### src/rtl/wishbone_arbiter_pkg.sv
// Shared types for the wishbone arbiter: FSM state encoding and a counter-width helper.
// ST_ERR exists only when WB_ARBITER_TIMEOUT_EN is defined.
package wishbone_arbiter_pkg;

  typedef enum logic [1:0] {
    ST_IDLE = 2'd0,
    ST_BUSY = 2'd1
`ifdef WB_ARBITER_TIMEOUT_EN
    , ST_ERR = 2'd2
`endif
  } arb_state_t;

  // Width for a counter that counts 0..limit-1.
  function automatic int cnt_width(input int limit);
    return (limit < 2) ? 1 : $clog2(limit);
  endfunction

endpackage

### src/rtl/wishbone_arbiter_rr_pick.sv
// Round-robin picker: one-hot pick of the first requester after the one-hot last owner,
// wrapping modulo NM; all-zero when nobody requests.
module wishbone_rr_pick #(
  parameter int NM = 3
) (
  input  logic [NM-1:0] req,
  input  logic [NM-1:0] last,
  output logic [NM-1:0] pick
);

  always_comb begin
    int  li;
    int  idx;
    logic found;
    li    = 0;
    idx   = 0;
    found = 1'b0;
    pick  = '0;
    for (int i = 0; i < NM; i++) begin
      if (last[i]) li = i;
    end
    for (int k = 1; k <= NM; k++) begin
      idx = (li + k) % NM;
      if (!found && req[idx]) begin
        pick[idx] = 1'b1;
        found     = 1'b1;
      end
    end
  end

endmodule

### src/rtl/wishbone_arbiter.sv
// Round-robin Wishbone arbiter: NM masters share one slave, grant held until owner drops cyc.
// Optional stall watchdog enabled by WB_ARBITER_TIMEOUT_EN.
module wishbone_arbiter
  import wishbone_arbiter_pkg::*;
#(
  parameter int NM      = 3,
  parameter int DW      = 32,
  parameter int AW      = 32,
  parameter int TW      = 3,
  parameter int SW      = DW / 8,
  parameter int TIMEOUT = 16
) (
  input  logic             sys_clk,
  input  logic             sys_rst,
  input  logic [NM-1:0]    masters_cyc,
  input  logic [NM-1:0]    masters_stb,
  input  logic [NM-1:0]    masters_we,
  input  logic [NM*TW-1:0] masters_tag,
  input  logic [NM*SW-1:0] masters_sel,
  input  logic [NM*AW-1:0] masters_adr,
  input  logic [NM*DW-1:0] masters_mosi,
  output logic [NM*DW-1:0] masters_miso,
  output logic [NM-1:0]    masters_ack,
  output logic [NM-1:0]    masters_err,
  output logic             slave_cyc,
  output logic             slave_stb,
  output logic             slave_we,
  output logic [TW-1:0]    slave_tag,
  output logic [SW-1:0]    slave_sel,
  output logic [AW-1:0]    slave_adr,
  output logic [DW-1:0]    slave_mosi,
  input  logic [DW-1:0]    slave_miso,
  input  logic             slave_ack,
  input  logic             slave_err,
  output logic [NM-1:0]    grant
);

  arb_state_t    r_state, w_state_nxt;
  logic [NM-1:0] r_grant, w_grant_nxt;
  logic [NM-1:0] r_last, w_last_nxt;
  logic [NM-1:0] w_pick;
  logic          w_owner_cyc;
  logic          w_in_err;

  wishbone_rr_pick #(.NM(NM)) u_rr_pick (
    .req  (masters_cyc),
    .last (r_last),
    .pick (w_pick)
  );

  assign w_owner_cyc = |(masters_cyc & r_grant);
  assign grant       = r_grant;

`ifdef WB_ARBITER_TIMEOUT_EN
  localparam int WDW = cnt_width(TIMEOUT);
  logic [WDW-1:0] r_wdog, w_wdog_nxt;
  logic           w_stall;
  assign w_stall  = slave_stb & ~slave_ack & ~slave_err;
  assign w_in_err = (r_state == ST_ERR);
`else
  assign w_in_err = 1'b0;
`endif

  always_ff @(posedge sys_clk) begin
    if (sys_rst) begin
      r_state        <= ST_IDLE;
      r_grant        <= '0;
      r_last         <= '0;
      r_last[NM-1]   <= 1'b1;
`ifdef WB_ARBITER_TIMEOUT_EN
      r_wdog         <= '0;
`endif
    end else begin
      r_state <= w_state_nxt;
      r_grant <= w_grant_nxt;
      r_last  <= w_last_nxt;
`ifdef WB_ARBITER_TIMEOUT_EN
      r_wdog  <= w_wdog_nxt;
`endif
    end
  end

  always_comb begin
    w_state_nxt = r_state;
    w_grant_nxt = r_grant;
    w_last_nxt  = r_last;
`ifdef WB_ARBITER_TIMEOUT_EN
    w_wdog_nxt  = r_wdog;
`endif
    case (r_state)
      ST_IDLE: begin
        if (|masters_cyc) begin
          w_grant_nxt = w_pick;
          w_state_nxt = ST_BUSY;
        end
      end
      ST_BUSY: begin
        if (!w_owner_cyc) begin
          w_state_nxt = ST_IDLE;
          w_last_nxt  = r_grant;
          w_grant_nxt = '0;
`ifdef WB_ARBITER_TIMEOUT_EN
          w_wdog_nxt  = '0;
        end else if (w_stall) begin
          if (r_wdog == WDW'(TIMEOUT - 1)) begin
            w_state_nxt = ST_ERR;
            w_wdog_nxt  = '0;
          end else begin
            w_wdog_nxt  = r_wdog + 1'b1;
          end
        end else begin
          w_wdog_nxt = '0;
`endif
        end
      end
`ifdef WB_ARBITER_TIMEOUT_EN
      ST_ERR: begin
        w_state_nxt = ST_BUSY;
        w_wdog_nxt  = '0;
      end
`endif
      default: begin
        w_state_nxt = ST_IDLE;
        w_grant_nxt = '0;
      end
    endcase
  end

  // Request path: AND-OR mux keyed on the registered grant, so idle forwards zeros.
  always_comb begin
    slave_cyc  = 1'b0;
    slave_stb  = 1'b0;
    slave_we   = 1'b0;
    slave_tag  = '0;
    slave_sel  = '0;
    slave_adr  = '0;
    slave_mosi = '0;
    for (int i = 0; i < NM; i++) begin
      slave_cyc  = slave_cyc | (r_grant[i] & masters_cyc[i]);
      slave_stb  = slave_stb | (r_grant[i] & masters_stb[i]);
      slave_we   = slave_we  | (r_grant[i] & masters_we[i]);
      slave_tag  = slave_tag  | ({TW{r_grant[i]}} & masters_tag[i*TW +: TW]);
      slave_sel  = slave_sel  | ({SW{r_grant[i]}} & masters_sel[i*SW +: SW]);
      slave_adr  = slave_adr  | ({AW{r_grant[i]}} & masters_adr[i*AW +: AW]);
      slave_mosi = slave_mosi | ({DW{r_grant[i]}} & masters_mosi[i*DW +: DW]);
    end
    if (w_in_err) slave_stb = 1'b0;
  end

  // Response path; reset suppresses strobes in the same cycle so an aborted transfer never completes.
  always_comb begin
    masters_miso = '0;
    masters_ack  = '0;
    masters_err  = '0;
    for (int i = 0; i < NM; i++) begin
      masters_miso[i*DW +: DW] = r_grant[i] ? slave_miso : '0;
      masters_ack[i] = r_grant[i] & slave_ack & ~sys_rst & ~w_in_err;
      masters_err[i] = r_grant[i] & ~sys_rst & (slave_err | w_in_err);
    end
  end

endmodule
### config.mk
export PLATFORM = sky130hd
export DESIGN_NAME = wishbone_arbiter
export DESIGN_NICKNAME = d
export VERILOG_FILES = /design/src/rtl/wishbone_arbiter_pkg.sv /design/src/rtl/wishbone_arbiter_rr_pick.sv /design/src/rtl/wishbone_arbiter.sv
export SDC_FILE = /design/constraint.sdc
export NUM_CORES = 1
export LEC_CHECK = 0
export CAP_MARGIN = 20
export CORE_AREA = 4 4 170 172
export DETAILED_ROUTE_END_ITERATION = 10
export DIE_AREA = 0 0 174 176
export GPL_ROUTABILITY_DRIVEN = 0
export GPL_TIMING_DRIVEN = 0
export PLACE_DENSITY = 0.39
export SLEW_MARGIN = 30
export SYNTH_ARGS = -nofsm -noshare
export SYNTH_HDL_FRONTEND = slang
export SYNTH_SLANG_ARGS = --single-unit
### constraint.sdc
create_clock -name sys_clk -period 1.6 [get_ports sys_clk]
set_input_delay 0.24 -clock sys_clk [delete_from_list [all_inputs] [get_ports sys_clk]]
set_output_delay 0.24 -clock sys_clk [all_outputs]
set_load 0.01 [all_outputs]
* Word level (Yosys, flattened, before mapping)
Cells that the tools add are included.
** Storage, ports and cells
- Bits in registers :: 8
- Bits in latches :: 0
- RAM bits :: 0
- Memory bits (read-only) :: 0
- Input bits :: 258
- Output and inout bits :: 179
- Logic and storage cells :: 113
- Memories :: 0
** Operators by class
- $add $sub $neg :: 3
- $mul :: 0
- Divide/modulo/power cells :: 3
- $lt $le $gt $ge :: 6
- Eq/ne operators :: 3
- Shifts and indexed selects :: 0
- Muxes and demuxes :: 31
- Bitwise gates (word level) :: 52
- Reductions and logical operators :: 12
** Operators with widths (count)
- 32-bit AND :: 6
- 32-bit two-way mux :: 4
- 32-bit OR :: 4
- 32-bit by 1-bit >= comparator with 1-bit output (second input constant) :: 3
- 32-bit by 4-bit less-than comparator with 1-bit output (second input constant) :: 3
- 32-bit by 3-bit remainder unit with 32-bit output (second input constant) :: 3
- 32-bit by 3-bit adder with 32-bit output (second input constant) :: 2
- 32-bit by 2-bit adder with 32-bit output (second input constant) :: 1
- 1-bit AND :: 21
- 3-bit two-way mux :: 5
- 3-bit AND :: 4
- 4-bit AND :: 3
- 1-bit two-way mux :: 12
- 3-bit OR :: 4
- 4-bit OR :: 2
- 1-bit binary-select mux with 2-bit select :: 3
- 1-bit demux with 2-bit select :: 3
- 1-bit OR :: 6
- 3-bit case mux with 2 select lines :: 1
- 3-bit OR reduction :: 2
- 1-bit logical AND :: 5
- 2-bit two-way mux :: 2
- 2-bit != test (second input constant) :: 2
- 2-bit case mux with 2 select lines :: 1
- other kinds (5) :: 8

* Logic depth before layout (Yosys ltp)
- Word-level depth :: 16
- Depth in mapped cells :: 5
- Mapped depth without buffers :: 3

* Cells and area by module
Synthesis repeated with hierarchy kept, for this count alone.
** Unflattened totals
- Cells, all modules :: 324
- Area, all modules :: 2143.3 sq um
** Modules (own cells, without submodules)
- wishbone_arbiter :: instances 1, cells each 317, area an instance 2092.0 sq um, seq. area each 140.1 sq um
- wishbone_rr_pick :: instances 1, cells each 7, area an instance 51.3 sq um, seq. area each 0.0 sq um

* Least setup slack after synthesis
No wires, ideal clock.
- Kind :: reg2out
- From :: register r_grant[0], in the netlist grant[0]
- To :: output slave_adr[24]
- Arrival :: 1201 ps
- Data required time :: 1360 ps
- Slack :: 159 ps
- Stages on the path, launching flop included :: 6
- Path buffers :: 3
- Cells stage by stage :: dfxtp_1 -> buf_2 -> buf_2 -> buf_2 -> a222oi_1 -> inv_1
** Between the ends
- Word-level cells in the longest chain between the ends :: 3
** Ends and longest elaborated chain
- from (decl) :: RTL line wishbone_arbiter.sv:39 : logic [NM-1:0] r_grant, w_grant_nxt;
- from (signal assigned) :: RTL line wishbone_arbiter.sv:75 : r_grant <= w_grant_nxt;
- 32-bit AND :: RTL line wishbone_arbiter.sv:144 : slave_adr = slave_adr | ({AW{r_grant[i]}} & masters_adr[i*AW +: AW]);
- 32-bit OR (2 in series) :: RTL line wishbone_arbiter.sv:144
- to (decl) :: RTL line wishbone_arbiter.sv:30 : output logic [AW-1:0] slave_adr,
No other way between the ends.

* Worst setup path after layout
- From :: register r_grant[0], in the netlist grant[0]
- To :: output slave_mosi[7]
** Between the ends
- Word-level cells in the longest chain between the ends :: 3
** Ends and longest elaborated chain
- 32-bit AND :: RTL line wishbone_arbiter.sv:145 : slave_mosi = slave_mosi | ({DW{r_grant[i]}} & masters_mosi[i*DW +: DW]);
- 32-bit OR (2 in series) :: RTL line wishbone_arbiter.sv:145
- to (decl) :: RTL line wishbone_arbiter.sv:31 : output logic [DW-1:0] slave_mosi,
No other way between the ends.

==> results.toml <==
[hold_path]
hold_class = "flop to flop"
hp-start = "r_last[2]"

[worst_setup_path]
slowest_delay_ns = 0.42
worstSetupPathType = "flop to output port"
crit_top_cell = "buf_12"
crit_family = "buffers and inverters"
cp-end-kind = "output port"
worstPathArrival_ns = 1.64
r2r_start = "grant[0]"
critPathMaxFanout = 6
required_ns = 1.36
worst_setup_path_start_kind = "flop"
cp_slowest_cell = "a222oi_1"
cp-startpoint = "grant[0]"
crit_chain = "buf_12 > buf_12 > buf_8 > a222oi_1 > inv_1 > buf_2"
cp.buffers_inverters = 5

[clocking]
clk_pin_slew_worst_paths_ns = 0.03
cts_htree_levels = 1
clk_path_buf_depth = 2
cts.sinks = 6
numCtsBuffers = 3
cts_root_buffer = "clkbuf_16"
clk_latency_ns = 0.23
tritoncts = "built"

[yosys]
synth_area_leaders = "a222oi_1 (35%), and2_1 (30%), inv_1 (13%)"
synth_seq_area_share_pct = 5.69
synth.most_common_cell = "and2_1"
synthArstFlopShare_pct = 0
ys_seq_elements = 6
synth_cells = 318
synth-edff-count = 0
yosysTopAreaCell = "a222oi_1"
syn_avg_cell_area_um2 = 6.63
syn_area_um2 = 2110
netlist-cell-type-count = 23
yosys-top-cells-count = "and2_1 (100), inv_1 (75), a222oi_1 (73)"
ys.warnings.count = 0
synth_top_area_share_pct = 34.6
synth_nets = 576
ys.flop_type = "dfxtp_1"

[sta]
finalCritPeriodShare_pct = 117
worst_slack_ns = -0.277
rsz0062_at_grt = "yes"
hold_ws_ns = 0.570
clock.fmax_ghz = 0.533
relSlewSlack_pct = 72.5
final.setup.tns_ns = -13.41
setup_violations = 79
period_minus_slack_ns = 1.88
tightest_slew_ns = 0.412
finClkSkew_ns = 0.00358
hold_violations = 0
slew_violations = 0

[floorplanning]
die_w_um = 174
design.core.area_um2 = 27500
initial_core_util_pct = 7.68
die_area_um2 = 30600
std_cell_rows = 61
die_h_um = 176
io_pins = 437

[layout]
fillers = 3055
n_antenna_cell = 0
multi_input_area_um2 = 1590
area_delta_synth_final_pct = 234
layout-drive-gt1-share_pct = 31.2
seq_area_um2 = 129
finalNetCount = 1048

[global_route]
grt_overflow = 0
grt.total_usage_pct = 13.5
antenna_found_initial = 0
grt_pass1_vias = 4890
grt_max_degree = 11
grt_pass1_wl_mm = 32.0

[outcome]
run_status = "finished, violations left"
violations = "negative setup slack"

[pwr]
power_uw = 2580
power.density_nw_per_um2 = 366
leakage_uw = 0.00377
ir_drop_mv = 0.234

[job]
maxCapViolCount = 0

[route]
drc = 0
wl_per_cell_um = 20.7
drt_wl_total_mm = 23.5
firstDrtPassIters = 9
vias = 4521
drt-initial-drc-count = 376
drt-vias-per-instance = 3.99
final_antenna_net_count = 0

[place]
hpwl_mm = 18.9
buffer_ports.inserted = 436
power by group:
part	leakage (uW)	internal [uW]	switching [uW]	total, uW
sequential	0.0000512	161	13.3	174
clock	0.0000370	321	86.0	407
combinational	0.00368	1210	797	2000
layout make-up:
cell class | instances | share of cell area, %
Clock buffer | 3 | 1.06
Multi-Input combinational cell | 201 | 22.6
Timing Repair Buffer | 471 | 58.2
Sequential cell | 6 | 1.83
Inverter | 75 | 3.99
Tap cell | 346 | 6.14
Buffer | 32 | 6.21
final timing paths:
path | to | slack, ns | cells past startpoint
worst max register to register | r_last[1] | -0.09 | 7
worst min register to register | r_last[2] | 0.57 | 2
worst max-delay path | slave_mosi[7] | -0.28 | 6
worst min-delay path | r_last[2] | 0.57 | 2
worst min-delay path: stages, from the launching register on:
cell and delay, ns:
dfxtp_1 0.33, nor2_1 0.12, mux2i_1 0.07
flip-flops by register name, indices dropped and copies added, names as in the netlist:
| name | cells |
|---|---|
| grant | 3 |
| r_last | 2 |
| r_state | 1 |
stage by stage:
step	utilization, %	cells	setup WS [ns]	cell area (um^2)
final	25.7	1134	-0.277	7050
after floorplan	-	318	0.159	2110
after global routing	25.7	1134	-0.422	7050
after global placement	25.1	1100	-0.877	6910
after detailed placement	25.1	1100	-0.874	6910
after CTS	25.8	1121	-0.398	7100
metal layers:
layer,vias up,track usage (%),share of wire [%]
met5,-,0,0
met2,304,24.5,50
li1,2119,-,-
met3,13,4.30,9.7
met4,0,2.61,1.2
met1,2085,15.7,39
cell families (layout without fill, tap and decap cells):
| family | after synthesis | after routing | synth area share (%) |
|---|---|---|---|
| DFF | 6 | 6 | 5.69 |
| AOI/OAI and AO/OA | 81 | 81 | 38.1 |
| muxes | 2 | 2 | 1.01 |
| and+or+nand+nor | 118 | 118 | 34.5 |
| buffers and inverters | 111 | 581 | 20.6 |
repair_timing:
| item | in CTS | in global routing |
|---|---|---|
| pin swaps | 61 | 37 |
| endpoints found under the setup margin | 176 | 128 |
| gates resized for setup | 538 | 210 |
| buffers inserted | 15 | 14 |
| hold buffers | 0 | 0 |
| gates cloned | 3 | 5 |
cell usage in the layout, fill, tap and decap left out, types with 4 or more instances in the layout:
cell type        netlist  layout
a222oi_1              73      73
and2_1               100      97
buf_12                 0       7
buf_2                 15      72
buf_4                  0      19
buf_6                  0      29
buf_8                  0      10
clkbuf_16              0      10
clkbuf_2               0      79
clkbuf_8               0       4
clkdlybuf4s50_1        0     259
dlymetal6s2s_1         0      10
inv_1                 75      75
nor2_1                 4       4
Note: power is estimated with default switching activity, not from simulation.
